**src/rtl/rom_fetch_pkg.sv**
```systemverilog
// ---------------------------------------------------------------------------
// rom_fetch_pkg
//  Shared definitions for the boot-ROM instruction fetcher:
//   - fetch_state_e : fetcher FSM states (BOOT / RUN / FAULT)
//   - fetch_entry_t : one buffered fetch result {pc, inst}
//   - NOP_INST      : value the ROM drives while held in reset
//   - default ROM window / FIFO sizing
//   - pc_in_rom()   : legality test for a fetch PC against the ROM window
// ---------------------------------------------------------------------------
package rom_fetch_pkg;

   typedef enum logic [1:0] {
      ST_BOOT  = 2'd0,
      ST_RUN   = 2'd1,
      ST_FAULT = 2'd2
   } fetch_state_e;

   typedef struct packed {
      logic [31:0] pc;
      logic [31:0] inst;
   } fetch_entry_t;

   localparam logic [31:0] NOP_INST         = 32'h0000_0013;
   localparam logic [31:0] DEFAULT_ROM_BASE = 32'h0000_0000;
   localparam int          DEFAULT_ADDR_W   = 9;
   localparam int          DEFAULT_DEPTH    = 2;

   // A PC is fetchable when word aligned and inside [base, base + 4*2**addr_w).
   // The subtraction wraps, so PCs below base land far above the window size.
   function automatic logic pc_in_rom(input logic [31:0] pc,
                                      input logic [31:0] base,
                                      input int          addr_w);
      logic [32:0] offset;
      logic [32:0] size_bytes;
      offset     = {1'b0, pc - base};
      size_bytes = 33'd4 << addr_w;
      return (pc[1:0] == 2'b00) && (offset < size_bytes);
   endfunction

endpackage

```
**src/rtl/rom_fetch_fifo.sv**
```systemverilog
// ---------------------------------------------------------------------------
// fetch_fifo
//  Skid buffer between the ROM read pipeline and decode. Head is visible
//  combinationally (first-word fall-through) so decode sees an entry the
//  cycle after it is written.
//  Ports:
//   clk, rst_n    clock, asynchronous active-low reset
//   flush         drop every entry; wins over push and pop
//   push          write push_data at the tail
//   push_data     {pc, inst} to store
//   pop           remove the head (caller only pops when valid)
//   head          current head entry; {0, NOP} while empty
//   valid         at least one entry stored
//   count         number of stored entries (0..DEPTH)
// ---------------------------------------------------------------------------
module fetch_fifo
   import rom_fetch_pkg::*;
#(
   parameter  int DEPTH = DEFAULT_DEPTH,
   localparam int PTR_W = $clog2(DEPTH),
   localparam int CNT_W = $clog2(DEPTH) + 1
) (
   input  logic             clk,
   input  logic             rst_n,
   input  logic             flush,
   input  logic             push,
   input  fetch_entry_t     push_data,
   input  logic             pop,
   output fetch_entry_t     head,
   output logic             valid,
   output logic [CNT_W-1:0] count
);

   fetch_entry_t     mem_q [DEPTH];
   logic [PTR_W-1:0] wr_ptr_q, wr_ptr_d;
   logic [PTR_W-1:0] rd_ptr_q, rd_ptr_d;
   logic [CNT_W-1:0] count_q,  count_d;

   always_comb begin
      wr_ptr_d = wr_ptr_q;
      rd_ptr_d = rd_ptr_q;
      count_d  = count_q;
      if (flush) begin
         wr_ptr_d = '0;
         rd_ptr_d = '0;
         count_d  = '0;
      end else begin
         // DEPTH is a power of two, so pointers wrap naturally.
         if (push) wr_ptr_d = wr_ptr_q + PTR_W'(1);
         if (pop)  rd_ptr_d = rd_ptr_q + PTR_W'(1);
         case ({push, pop})
            2'b10:   count_d = count_q + CNT_W'(1);
            2'b01:   count_d = count_q - CNT_W'(1);
            default: count_d = count_q;
         endcase
      end
   end

   always_ff @(posedge clk or negedge rst_n) begin
      if (!rst_n) begin
         wr_ptr_q <= '0;
         rd_ptr_q <= '0;
         count_q  <= '0;
      end else begin
         wr_ptr_q <= wr_ptr_d;
         rd_ptr_q <= rd_ptr_d;
         count_q  <= count_d;
      end
   end

   // Payload storage carries no reset; count_q alone decides what is live.
   always_ff @(posedge clk) begin
      if (push && !flush) begin
         mem_q[wr_ptr_q] <= push_data;
      end
   end

   assign valid = (count_q != '0);
   assign count = count_q;
   assign head  = valid ? mem_q[rd_ptr_q] : '{pc: 32'h0, inst: NOP_INST};

endmodule

```
**src/rtl/rom_fetch.sv**
```systemverilog
// ---------------------------------------------------------------------------
// rom_fetch
//  Instruction fetcher for a synchronous boot ROM with one cycle of read
//  latency. Walks a byte PC through the ROM, buffers results in a small skid
//  FIFO and hands {pc, inst} to decode over valid/ready.
//  Ports:
//   clka         clock
//   rsta_n       asynchronous active-low reset
//   rom_rsta     ROM reset, high while the fetcher is in BOOT
//   rom_addra    ROM word address derived from fetch_pc (combinational)
//   rom_douta    ROM data, valid the cycle after a read was issued
//   redirect     one-cycle pulse restarting fetch at redirect_pc
//   redirect_pc  new byte PC
//   inst_valid   FIFO head holds an instruction
//   inst_ready   decode takes the head this cycle
//   inst_data    head instruction
//   inst_pc      head byte PC
//   fetch_fault  set while stopped on an illegal fetch PC; cleared by redirect
// ---------------------------------------------------------------------------
module rom_fetch
   import rom_fetch_pkg::*;
#(
   parameter logic [31:0] RESET_PC = 32'h0000_0000,
   parameter logic [31:0] ROM_BASE = DEFAULT_ROM_BASE,
   parameter int          ADDR_W   = DEFAULT_ADDR_W,
   parameter int          DEPTH    = DEFAULT_DEPTH
) (
   input  logic              clka,
   input  logic              rsta_n,
   output logic              rom_rsta,
   output logic [ADDR_W-1:0] rom_addra,
   input  logic [31:0]       rom_douta,
   input  logic              redirect,
   input  logic [31:0]       redirect_pc,
   output logic              inst_valid,
   input  logic              inst_ready,
   output logic [31:0]       inst_data,
   output logic [31:0]       inst_pc,
   output logic              fetch_fault
);

   localparam int CNT_W = $clog2(DEPTH) + 1;

   fetch_state_e state_q,    state_d;
   logic [31:0]  fetch_pc_q, fetch_pc_d;
   logic [31:0]  tag_pc_q,   tag_pc_d;
   logic         inflight_q, inflight_d;
   logic         fault_q,    fault_d;
   logic         rom_rsta_q, rom_rsta_d;

   logic             pop;
   logic             push;
   logic             flush;
   logic             take_redirect;
   logic             pc_legal;
   logic             redirect_legal;
   logic             credit_ok;
   logic             run_slot;
   logic             issue;
   logic             fifo_valid;
   logic [CNT_W-1:0] fifo_count;
   fetch_entry_t     fifo_head;
   fetch_entry_t     push_entry;

   assign rom_addra = ADDR_W'((fetch_pc_q - ROM_BASE) >> 2);

   assign pc_legal       = pc_in_rom(fetch_pc_q, ROM_BASE, ADDR_W);
   assign redirect_legal = pc_in_rom(redirect_pc, ROM_BASE, ADDR_W);

   // Redirects are only honoured once the ROM is out of reset.
   assign take_redirect = redirect && (state_q != ST_BOOT);
   assign flush         = take_redirect;
   assign pop           = fifo_valid && inst_ready;

   // A read may start only if its data is certain to find a FIFO slot:
   // entries already stored plus the one in flight, less the one leaving now.
   assign credit_ok = (int'(fifo_count) + int'(inflight_q) - int'(pop)) < DEPTH;
   assign run_slot  = (state_q == ST_RUN) && !take_redirect && credit_ok;
   assign issue     = run_slot && pc_legal;

   // The ROM answers the cycle after issue; a redirect discards that answer.
   assign push       = inflight_q && !take_redirect;
   assign push_entry = '{pc: tag_pc_q, inst: rom_douta};

   always_comb begin
      state_d    = state_q;
      fetch_pc_d = fetch_pc_q;
      tag_pc_d   = tag_pc_q;
      inflight_d = issue;
      case (state_q)
         ST_BOOT: state_d = ST_RUN;
         ST_RUN: begin
            // A redirect from RUN always lands in RUN; an illegal target is
            // caught on the next issue attempt.
            if (!take_redirect && run_slot && !pc_legal) state_d = ST_FAULT;
         end
         ST_FAULT: begin
            if (take_redirect) state_d = redirect_legal ? ST_RUN : ST_FAULT;
         end
         default: state_d = ST_BOOT;
      endcase
      if (take_redirect) begin
         fetch_pc_d = redirect_pc;
      end else if (issue) begin
         fetch_pc_d = fetch_pc_q + 32'd4;
         tag_pc_d   = fetch_pc_q;
      end
      fault_d    = (state_d == ST_FAULT);
      rom_rsta_d = (state_d == ST_BOOT);
   end

   always_ff @(posedge clka or negedge rsta_n) begin
      if (!rsta_n) begin
         state_q    <= ST_BOOT;
         fetch_pc_q <= RESET_PC;
         tag_pc_q   <= 32'h0;
         inflight_q <= 1'b0;
         fault_q    <= 1'b0;
         rom_rsta_q <= 1'b1;
      end else begin
         state_q    <= state_d;
         fetch_pc_q <= fetch_pc_d;
         tag_pc_q   <= tag_pc_d;
         inflight_q <= inflight_d;
         fault_q    <= fault_d;
         rom_rsta_q <= rom_rsta_d;
      end
   end

   fetch_fifo #(
      .DEPTH(DEPTH)
   ) u_fifo (
      .clk      (clka),
      .rst_n    (rsta_n),
      .flush    (flush),
      .push     (push),
      .push_data(push_entry),
      .pop      (pop),
      .head     (fifo_head),
      .valid    (fifo_valid),
      .count    (fifo_count)
   );

   assign rom_rsta    = rom_rsta_q;
   assign fetch_fault = fault_q;
   assign inst_valid  = fifo_valid;
   assign inst_data   = fifo_head.inst;
   assign inst_pc     = fifo_head.pc;

endmodule

```
**config.mk**
```make
export PLATFORM = sky130hd
export DESIGN_NAME = rom_fetch
export DESIGN_NICKNAME = d
export VERILOG_FILES = /design/src/rtl/rom_fetch_pkg.sv /design/src/rtl/rom_fetch_fifo.sv /design/src/rtl/rom_fetch.sv
export SDC_FILE = /design/constraint.sdc
export NUM_CORES = 1
export LEC_CHECK = 0
export CAP_MARGIN = 20
export CELL_PAD_IN_SITES_DETAIL_PLACEMENT = 1
export CELL_PAD_IN_SITES_GLOBAL_PLACEMENT = 1
export CORE_UTILIZATION = 39
export CTS_BUF_LIST = sky130_fd_sc_hd__clkbuf_4 sky130_fd_sc_hd__clkbuf_8 sky130_fd_sc_hd__clkbuf_16
export DETAILED_ROUTE_END_ITERATION = 16
export GPL_TIMING_DRIVEN = 0
export HOLD_SLACK_MARGIN = 0.03
export PLACE_DENSITY_LB_ADDON = 0.1
export SYNTH_ARGS = -nofsm -noshare
export SYNTH_HDL_FRONTEND = slang
export SYNTH_SLANG_ARGS = --single-unit
```
**constraint.sdc**
```tcl
create_clock -name clka -period 5.9 [get_ports clka]
set_input_delay 1.18 -clock clka [delete_from_list [all_inputs] [get_ports clka]]
set_output_delay 1.18 -clock clka [all_outputs]
set_load 0.005 [all_outputs]
```
==> results of run 1 <==
==> kinds of logic (layout without fill, tap and decap cells) <==
| family | count (synthesis) | count (layout) | synth area share (%) |
|---|---|---|---|
| xor gates and xnor gates | 5 | 5 | 0.547 |
| and+or+nand+nor | 218 | 218 | 13.1 |
| adders and majority gates | 2 | 2 | 0.406 |
| AOI/OAI and AO/OA | 38 | 38 | 3.30 |
| muxes | 72 | 72 | 9.11 |
| buffers and inverters | 43 | 230 | 2.67 |
| DFF | 201 | 201 | 70.8 |
==> metal layers <==
metal  wire length (um)  global-route usage, %
met5                 13                      0
met4                256                   4.68
met3                787                   2.86
met2               8970                   30.3
met1               8040                   22.4
==> worst register-to-register path: cells and delay by family (launching register included) <==
family | cells | cell delay [ns]
fa+ha+maj | 1 | 0.54
mux | 1 | 0.34
compound gates | 1 | 0.13
flops | 1 | 0.48
buf+inv | 1 | 0.20
simple gates | 4 | 0.86
==> Yosys cell counts, drive strengths merged (2+ instances only) <==
library cell	number
clkbuf	17
nor2b	23
nand4	5
or2	2
nor2	68
xnor2	4
nor4	11
o21a	2
o211ai	8
a221o	2
buf	19
and2	2
nor3	3
nand3	6
o21ai	12
a211o	6
edfxtp	128
mux2	7
nand2	89
dfrtp	72
a21oi	3
mux2i	65
and3	2
inv	7
or3	4
==> metrics by stage <==
step	setup TNS (ns)	instance area (um2)	util, %
CTS	0	10600	52.4
finish	0	10600	52.4
global placement	-105.85	9780	48.5
floorplan	0	8010	-
detailed placement	0	9880	49.0
global route	0	10600	52.4
==> registers in the layout, summed over array words and instances (netlist names) <==
register	flops
fetch_pc_q	32
tag_pc_q	32
u_fifo.count	2
u_fifo.wr_ptr_q	1
u_fifo.mem_q	128
rom_rsta	1
state_q	2
u_fifo.rd_ptr_q	1
inflight_q	1
fetch_fault	1
==> worst max path at each step <==
stage | start | end | slack [ns] | cells past startpoint
2_1_floorplan | redirect | u_fifo.mem_q[0][0] | 0.98 | 4
3_3_place_gp | redirect | u_fifo.mem_q[0][8] | -1.66 | 5
3_5_place_dp | inst_ready | tag_pc_q[9] | 1.99 | 9
4_1_cts | u_fifo.count[1] | inst_data[30] | 1.82 | 4
5_1_grt | u_fifo.count[1] | inst_data[30] | 1.67 | 4
6_report | u_fifo.count[1] | inst_data[30] | 1.90 | 4
==> report_power, final <==
group / switching, mW / total, mW / leakage (nW) / internal [mW]
sequential: 0.118 / 1.72 / 2.15 / 1.60
clock: 0.537 / 1.30 / 0.344 / 0.765
combinational: 0.402 / 0.849 / 1.50 / 0.448
total: 1.06 / 3.87 / 4.00 / 2.82
==> area by class of cell <==
cell class | instances | area [um2]
flip-flops and latches | 201 | 5670
plain buffers | 36 | 188
fillers | 2045 | 9590
multi-input cells | 335 | 2130
well taps | 270 | 338
clock inverters | 9 | 45.0
inverters | 7 | 26.3
clock buffers | 31 | 648
repair buffers | 147 | 1520
==> out/metrics.csv, run 1 <==
stage,metric,value,unit
status,run_status,finished clean,
die,fp.dieW,145,um
global_routing,grtUsageTotal,17.4,%
clock_tree,root_buffer,clkbuf_16,
worst_setup_path,path_buf_inv,2,
clock_tree,cts_tree,done,
die,rows,52,
global_routing,grt_pass1_wl,29100,um
global_routing,grt_overflow_total,0,
power_and_ir_drop,power.density,366,nW/um2
yosys,synth_seq_cells,201,
power_and_ir_drop,total_power,3.87,mW
clock_tree,cts_buffer_depth,3,
worst_setup_path,r2r-start,u_fifo.count[1],
worst_hold_path,holdPathStages,0,
yosys,synth.net_count,649,
timing,setup_viol,0,
detailed_routing,wl_per_cell,17.4,um
die,core_area,20200,um2
cells_and_area,layout_commonest_cell,clkdlybuf4s50_1,
yosys,ys_types,46,
worst_setup_path,crit_fanout,10,
timing,final_hold_viol_count,0,
timing,holdWs,0.463,ns
global_routing,grt_pass1_vias,5469,
cells_and_area,finalNonFillerCells,1036,
clock_tree,cts_setup_buffers,0,
flow_run,cap_violations,0,
worst_setup_path,cp_common_cell,nor2_1,
die,initial_core_util,39.7,%
placement,place_congestion,0.776,
detailed_routing,drt-total-wl,18100,um
yosys,ys_seq_area_share,70.8,%
yosys,ys_top_cells_by_area,"edfxtp_1, dfrtp_1, mux2i_1",
detailed_routing,dr.pass1.iters,4,
placement,port_buffers,143,
yosys,synth-main-ff-cell,edfxtp_1,
cells_and_area,final_cell_mix,"clkdlybuf4s50_1, edfxtp_1, nand2_1",
worst_setup_path,slowest_stage,nor2_1,
placement,preCtsSetupSlack,1.99,ns
worst_setup_path,regToRegEndpoint,tag_pc_q[9],
yosys,async_flop_share,36.3,%
timing,fin_skew,0.00621,ns
die,chipHeight,145,um
worst_setup_path,crit_family,buffers and inverters,
timing,grt_setup_unrepaired,false,
timing,finalCritPeriodShare,67.7,%
timing,fin_crit,4.00,ns
detailed_routing,vias,5040,
die,dieArea,21100,um2
detailed_routing,via_per_inst,4.86,
worst_setup_path,critPathLaunchType,flip-flop,
worst_hold_path,hold_class,reg2reg,
detailed_routing,final_antenna_net_count,0,
yosys,synth_edf_count,128,
cells_and_area,drive_gt1_share,9.79,%
clock_tree,cts.sinks,201,
power_and_ir_drop,vdd.ir_drop.worst,0.000189,V
timing,relSlewSlack,36.1,%
worst_setup_path,r2r_cells,8,
worst_setup_path,critPathMaxStageDelay,0.77,ns
timing,worst_slew_pin_slew,0.954,ns
yosys,yosysWarnings,0,
die,io_pins,144,
clock_tree,clock_latency,0.49,ns
yosys,yosysTopAreaCell,edfxtp_1,
yosys,netlist_area,8010,um2
cells_and_area,fin_nets,820,
clock_tree,htreeDepth,1,
yosys,syn_area_per_cell,13.8,um2
timing,slew_violations,0,
worst_hold_path,hold_end,u_fifo.mem_q[1][62],
worst_setup_path,crit_arrival,2.82,ns
clock_tree,cts_resized,0,
worst_setup_path,path_class,reg2out,
placement,dp.cells,996,
worst_setup_path,crit_chain,nor2_1 > clkbuf_1 > nor2_1 > clkdlybuf4s50_1,
yosys,yosys.area.top_type_share,48.0,%
global_routing,antenna_found_initial,1,
timing,fmax,250,MHz
timing,setup_slack,1.90,ns
clock_tree,cts.clk_slew.worst_paths,0.06,ns
clock_tree,cts_made_buffers,22,
worst_setup_path,rrSetupSlack,3.22,ns
clock_tree,hold_buffers,0,
global_routing,grt_max_degree,43,
worst_setup_path,cp.required,4.72,ns
yosys,synthCells,579,
power_and_ir_drop,p_leak,4.00,nW
detailed_routing,drt_iter0_drc,173,
placement,dp_hpwl,12200,um
cells_and_area,n_antenna_cell,0,
detailed_routing,drc,0,
cells_and_area,syn_to_final_growth,32.1,%
worst_setup_path,worstSetupEndpointType,output port,
worst_hold_path,hp-start,tag_pc_q[30],
No activity file was read; power rests on OpenSTA's default activity.
==> run 2: changes to the inputs <==
==> constraint.sdc (replaced) <==
create_clock -name clka -period 3.9 [get_ports clka]
set_input_delay 0.78 -clock clka [delete_from_list [all_inputs] [get_ports clka]]
set_output_delay 0.78 -clock clka [all_outputs]
set_load 0.005 [all_outputs]
==> run 2 against run 1 <==
Net effect:
- global-route usage increased by 0.12 points
- first-iteration DRC count increased by 17%
- sequential power increased by 52%
- sequential share of layout area about the same
- wire length about the same
- clock skew increased by 0.0049 ns
- combinational power increased by 52%
- via count increased by 0.99%
==> out/metrics.csv, run 2 (synthesized netlist as in run 1, its figures left out) <==
stage,metric,value,unit
worst_setup_path,critPathMaxStageDelay,0.66,ns
detailed_routing,drc,0,
clock_tree,htreeDepth,1,
detailed_routing,vias,5090,
detailed_routing,via_per_inst,4.92,
die,chipHeight,145,um
timing,grt_setup_unrepaired,false,
cells_and_area,fin_nets,820,
timing,slew_violations,0,
clock_tree,cts_buffer_depth,3,
placement,dp.cells,997,
power_and_ir_drop,vdd.ir_drop.worst,0.000250,V
placement,port_buffers,143,
clock_tree,root_buffer,clkbuf_16,
die,io_pins,144,
die,rows,52,
cells_and_area,final_cell_mix,"clkdlybuf4s50_1, edfxtp_1, nand2_1",
detailed_routing,final_antenna_net_count,0,
clock_tree,cts_setup_buffers,0,
worst_setup_path,path_class,reg2out,
worst_setup_path,worstSetupEndpointType,output port,
clock_tree,cts_tree,done,
clock_tree,cts_made_buffers,21,
timing,final_hold_viol_count,0,
worst_setup_path,critPathLaunchType,flip-flop,
cells_and_area,regMostFlops,u_fifo.mem_q,
die,fp.dieW,145,um
clock_tree,cts.clk_slew.worst_paths,0.06,ns
power_and_ir_drop,power.density,547,nW/um2
global_routing,grtUsageTotal,17.5,%
power_and_ir_drop,p_leak,4.00,nW
cells_and_area,drive_gt1_share,9.95,%
clock_tree,hold_buffers,0,
worst_setup_path,crit_chain,nor2_1 > clkbuf_1 > nor2_1 > clkdlybuf4s50_1,
detailed_routing,wl_per_cell,17.5,um
timing,fin_crit,3.46,ns
clock_tree,cts.sinks,201,
placement,place_congestion,0.767,
worst_setup_path,startpoint,u_fifo.count[1],
worst_setup_path,crit_fanout,10,
cells_and_area,reg.largest.list,"u_fifo.mem_q x128, fetch_pc_q x32, tag_pc_q x32",
global_routing,grt_pass1_wl,29100,um
timing,worst_slew_pin_slew,0.802,ns
timing,relSlewSlack,46.4,%
global_routing,grt_pass1_vias,5519,
flow_run,cap_violations,0,
cells_and_area,syn_to_final_growth,32.0,%
cells_and_area,layout_commonest_cell,clkdlybuf4s50_1,
timing,fmax,289,MHz
placement,dp_hpwl,12500,um
cells_and_area,finalNonFillerCells,1034,
global_routing,antenna_found_initial,0,
worst_setup_path,cp.required,3.12,ns
clock_tree,clock_latency,0.49,ns
cells_and_area,largest_reg_flops,128,
clock_tree,cts_resized,0,
worst_hold_path,hold_class,in2async,
worst_setup_path,cp_common_cell,nor2_1,
cells_and_area,n_antenna_cell,0,
status,run_status,finished clean,
worst_setup_path,r2r-start,state_q[0],
worst_setup_path,crit_arrival,2.68,ns
cells_and_area,fin_util,52.4,%
global_routing,grt_max_degree,51,
worst_setup_path,slowest_stage,nor2_1,
die,dieArea,21100,um2
detailed_routing,dr.pass1.iters,4,
die,initial_core_util,39.7,%
global_routing,grt_overflow_total,0,
detailed_routing,drt_iter0_drc,203,
timing,fin_skew,0.0111,ns
timing,setup_viol,0,
die,core_area,20200,um2
timing,finalCritPeriodShare,88.7,%
detailed_routing,drt-total-wl,18100,um
-- run 2: cell types whose count changed in the layout (fill, tap and decap cells not counted), sizes merged --
cell	change
buf	+1
clkinvlp	-1
clkbuf	-1
clkinv	-1
-- run 2: routing by layer --
metal	vias to the layer above	track usage, %	routed length (um)
met4	0	4.95	342
li1	2389	-	-
met3	29	3.30	827
met1	2539	21.5	7650
met2	133	31.3	9240
met5	-	0	0
-- run 2: layout make-up --
cell class | count | area, um2
sequential | 201 | 5670
tap | 270 | 338
fill | 2038 | 9600
timing repair buffer | 148 | 1560
inverter | 7 | 26.3
multi-input combinational | 335 | 2130
clock buffer | 30 | 618
clock inverter | 7 | 36.3
buffer | 36 | 188
-- run 2: critical path: cells and delay by family, from the launching register on --
family	cells	cell delay, ns
simple gates	2	0.79
buf+inv	2	0.94
flops	1	0.46
-- run 2: path summary, 6_finish.rpt --
check / cells past startpoint / to / slack, ns
worst max register to register: 7 / u_fifo.mem_q[0][6] / 1.06
worst max-delay path: 4 / inst_data[24] / 0.44
worst min register to register: 0 / u_fifo.mem_q[0][59] / 0.47
max in group asynchronous: 2 / tag_pc_q[31] / 3.11
worst min-delay path: 1 / fetch_pc_q[21] / 0.19
min in group clka: 0 / u_fifo.mem_q[0][59] / 0.47
-- run 2: metrics by stage --
step | hold WS [ns] | TNS, ns | power, mW | worst slack [ns] | cell area (um2)
2_1_floorplan | 0.434 | 0 | 3.30 | 0.445 | 8010
3_3_place_gp | 0.444 | -214.08 | 3.92 | -1.41 | 9780
3_5_place_dp | 0.451 | 0 | 3.96 | 0.417 | 9920
4_1_cts | 0.196 | 0 | 5.87 | 0.306 | 10600
5_1_grt | 0.204 | 0 | 6.07 | 0.188 | 10600
6_report | 0.191 | 0 | 5.78 | 0.440 | 10600
-- run 2: where the power goes --
group          total [mW]  switching (mW)  internal [mW]
sequential           2.61           0.181           2.43
clock                1.89           0.788           1.10
combinational        1.29           0.610          0.677
total                5.78            1.58           4.20
==> RTL edit 1, RTL diff (settings of run 2) <==
The output `fetch_fault` loses its register stage (`fault_q` becomes a continuous assignment).
--- a/src/rtl/rom_fetch.sv
+++ b/src/rtl/rom_fetch.sv
@@ -117,3 +117,2 @@
          inflight_q <= 1'b0;
-         fault_q    <= 1'b0;
          rom_rsta_q <= 1'b1;
@@ -124,3 +123,2 @@
          inflight_q <= inflight_d;
-         fault_q    <= fault_d;
          rom_rsta_q <= rom_rsta_d;
@@ -128,2 +126,4 @@
    end
+
+   assign fault_q = fault_d;
 
Formal check against the unedited RTL: not equivalent (a bounded check fails within 4 cycles, from zero or initial values and one cycle with rsta_n low).
==> RTL edit 1 against run 2 <==
  * Non-clock buffer count stayed put
  * Setup slack got worse by 110 ps
  * Critical path depth grew 1
  * Synthesized cell count shrank 0.17%
  * Sequential cell count decreased by 1
  * Total power is 2.6% lower
  * Final area fell by 0.95%
  * Routed wire length shrank 0.70%
  * Area after synthesis is 0.31% lower
  * Via count shrank 0.96%
==> RTL edit 1: results (changes against run 2) <==
- Status: finished clean (unchanged)
- Setup crit start: u_fifo.count[0] (was u_fifo.count[1])
- Clock Skew: 10.4 ps (was 11.1 ps)
- DP HPWL: 12100 microns (was 12500 microns)
- Clk Latency, worst-skew pair: 430 ps (was 490 ps)
- R2R depth: 6 (was 7)
- Routed Wire Length: 17900 microns (was 18100 microns)
- Commonest cells in the netlist: edfxtp_1, nand2_1, dfrtp_1 (unchanged)
- Layout cells sized above 1: 10.2% (was 9.95%)
- Number of global-route vias before repair: 5440 (was 5519)
- Post-synth ARST share: 36.0% (was 36.3%)
- DP Cell Count: 990 (was 997)
- Pre-CTS WS: -396 ps (was 417 ps)
- Total CTS buffers: 17 (was 21)
- Mapped Avg Cell Area: 13.8 sq um (about the same)
- Post_cts resized: 8 (was 0)
- Net Count, Synth: 648 (was 649)
- Post-CTS setup buffer count: 1 (was 0)
- Gpl congestion: 0.773 (was 0.767)
- Filler instances: 1991 (was 2038)
- Wirelength per Cell: 17.5 microns (about the same)
- Slew headroom: 37.9% (was 46.4%)
- Critical path arrival: 2790 ps (was 2680 ps)
- Drt first pass iters: 6 (was 4)
- P_leak: 3.96 nW (was 4.00 nW)
- Vias: 5041 (was 5090)
- H-tree Lvls: 4 (was 1)
- Top cells by area, synth: edfxtp_1, dfrtp_1, mux2i_1, nand2_1, nor2_1 (unchanged)
- Starting DRT DRC Count: 194 (was 203)
- RR Endpoint: u_fifo.mem_q[0][51] (was u_fifo.mem_q[0][6])
- Worst vdd ir: 300 uV (was 250 uV)
- Placement Cell Area: 0.00985 sq mm (was 0.00992 sq mm)
- GRT Util Overall: 17.8% (was 17.5%)
- Seq/Total Area, Yosys: 70.7% (was 70.8%)
RTL edit 1: worst min-delay path by stage:
stage	endpoint	slack, ps	cells past startpoint	start
floorplan	u_fifo.mem_q[0][32]	430	0	tag_pc_q[0]
global placement	u_fifo.mem_q[1][60]	440	0	tag_pc_q[28]
detailed placement	u_fifo.mem_q[0][58]	450	0	tag_pc_q[26]
CTS	tag_pc_q[9]	220	1	rsta_n
global route	tag_pc_q[9]	230	1	rsta_n
finish	tag_pc_q[9]	220	1	rsta_n
RTL edit 1: cells by family after synthesis:
logic type | count (synthesis) | share of synthesized area (%)
and+or+nand+nor | 218 | 13.2
DFF | 200 | 70.7
muxes | 72 | 9.14
buffers and inverters | 43 | 2.68
AOI/OAI and AO/OA | 38 | 3.31
xor gates and xnor gates | 5 | 0.549
adders and majority gates | 2 | 0.408
RTL edit 1: layout make-up:
class | count | area, sq um | share of cell area, %
repair buffers | 148 | 1540 | 14.7
multi-input cells | 335 | 2150 | 20.6
clock inverters | 12 | 118 | 1.12
flip-flops and latches | 200 | 5650 | 53.9
well taps | 265 | 332 | 3.17
inverters | 7 | 26.3 | 0.251
clock buffers | 20 | 472 | 4.50
plain buffers | 36 | 188 | 1.79
RTL edit 1: routing by layer:
| layer | GRT usage (%) | share of wire (%) |
|---|---|---|
| met3 | 4.09 | 4.6 |
| met1 | 22.3 | 43 |
| met2 | 30.4 | 51 |
| met4 | 5.89 | 1.0 |
| met5 | 0 | 0 |
RTL edit 1: critical path, stage by stage (launching register included):
cell and delay, ps:
dfrtp_1 390, buf_4 150, nor2_1 700, clkbuf_1 490, nor2_1 130, clkdlybuf4s50_1 490
RTL edit 1: report_power, final:
part,internal (mW),switching (mW)
combinational,0.687,0.624
sequential,2.41,0.178
clock,0.953,0.783
==> RTL edit 2, RTL diff (config.mk and constraints of run 2) <==
Without the edit above. The package constant `DEFAULT_DEPTH` goes from 2 to 8.
--- a/src/rtl/rom_fetch_pkg.sv
+++ b/src/rtl/rom_fetch_pkg.sv
@@ -25,3 +25,3 @@
    localparam int          DEFAULT_ADDR_W   = 9;
-   localparam int          DEFAULT_DEPTH    = 2;
+   localparam int          DEFAULT_DEPTH    = 8;
 
Behaviour: not the same (a bounded check fails within 10 cycles, from zero or initial values and one cycle with rsta_n low).
==> RTL edit 2 against run 2 <==
  * Final area increased to 2.7 times the old value
  * Setup slack worse by 310 ps
  * Largest power group unchanged
  * Count of clock-buffer cells in the layout rose by 60
  * Sequential cell count up 390
  * Fmax fell by 8.2%
  * Critical endpoint is now inst_data[21]
  * Area after synthesis grew to 2.9 times the old value
  * Critical path type unchanged
  * Total power grew to 3.2 times the old value
  * Routed wire length rose to 3.0 times the old value
  * Utilization down 3.2 points
==> RTL edit 2: results (changes against run 2) <==
- Status: finished clean (unchanged)
- Clock power share: 31.9% (was 32.7%)
- DR WL met3: 2180 microns (was 827 microns)
- Largest net degree at the start of global routing: 62 (was 51)
- Post-synth cell types: 49 (was 46)
- CP max-delay cell: mux4_2 (was nor2_1)
- DP Cell Count: 2141 (was 997)
- Drt first pass iters: 5 (was 4)
- R2R depth: 17 (was 7)
- First-pass GRT wire length: 81200 microns (was 29100 microns)
- Power share of the combinational group: 29.4% (was 22.3%)
- Met2 Use GR: 29.8% (was 31.3%)
- Post_cts resized: 37 (was 0)
- Critical path arrival: 2990 ps (was 2680 ps)
- Wirelength per Cell: 23.8 microns (was 17.5 microns)
- Pre-CTS WS: -680 ps (was 417 ps)
- Post-synthesis adder-cell area fraction: 0.687% (was 0.406%)
- DP HPWL: 34900 microns (was 12500 microns)
- Mux cell area share after synthesis: 15.4% (was 9.11%)
- P per Cell Area: 656 mW/mm^2 (was 547 mW/mm^2)
- Total CTS buffers: 67 (was 21)
- Clock Skew: 17.4 ps (was 11.1 ps)
- Sw frac: 28.2% (was 27.3%)
- Filler instances: 5387 (was 2038)
- Post-synth ARST share: 13.4% (was 36.3%)
- Starting DRT DRC Count: 646 (was 203)
- RR Endpoint: fetch_pc_q[6] (was u_fifo.mem_q[0][6])
- Largest registers: u_fifo.mem_q: 512 flops, fetch_pc_q: 32 flops, tag_pc_q: 32 flops (was u_fifo.mem_q: 128 flops, fetch_pc_q: 32 flops, tag_pc_q: 32 flops)
- Gpl congestion: 0.744 (was 0.767)
- Number of global-route vias before repair: 12656 (was 5519)
- Net Count, Synth: 1269 (was 649)
- Met3 Use GR: 2.79% (was 3.30%)
- Post-Synth XOR/XNOR Area: 0.344% (was 0.547%)
[RTL edit 2: layout make-up]
| cell class | count | area share [%] |
|---|---|---|
| clock buffer | 90 | 6.78 |
| tap | 765 | 3.36 |
| inverter | 9 | 0.132 |
| multi-input combinational | 521 | 18.7 |
| buffer | 67 | 1.44 |
| timing repair buffer | 187 | 8.06 |
| sequential | 591 | 60.9 |
| clock inverter | 28 | 0.575 |
[RTL edit 2: how the worst max path moves through the flow]
stage	cells after the start	slack, ps	end
3_5_place_dp	17	-680	fetch_pc_q[3]
3_3_place_gp	5	-4940	u_fifo.mem_q[6][24]
2_1_floorplan	4	-730	u_fifo.mem_q[6][0]
4_1_cts	6	-70	inst_data[21]
6_report	6	130	inst_data[21]
5_1_grt	17	-20	fetch_pc_q[8]
[RTL edit 2: kinds of logic (layout without fill, tap and decap cells)]
kind of cell    after synthesis  count (layout)
xor+xnor                      9               9
buf+inv                      77             381
fa+ha+maj                    12              12
simple gates                277             277
flops                       591             591
mux                         194             194
compound gates               29              29
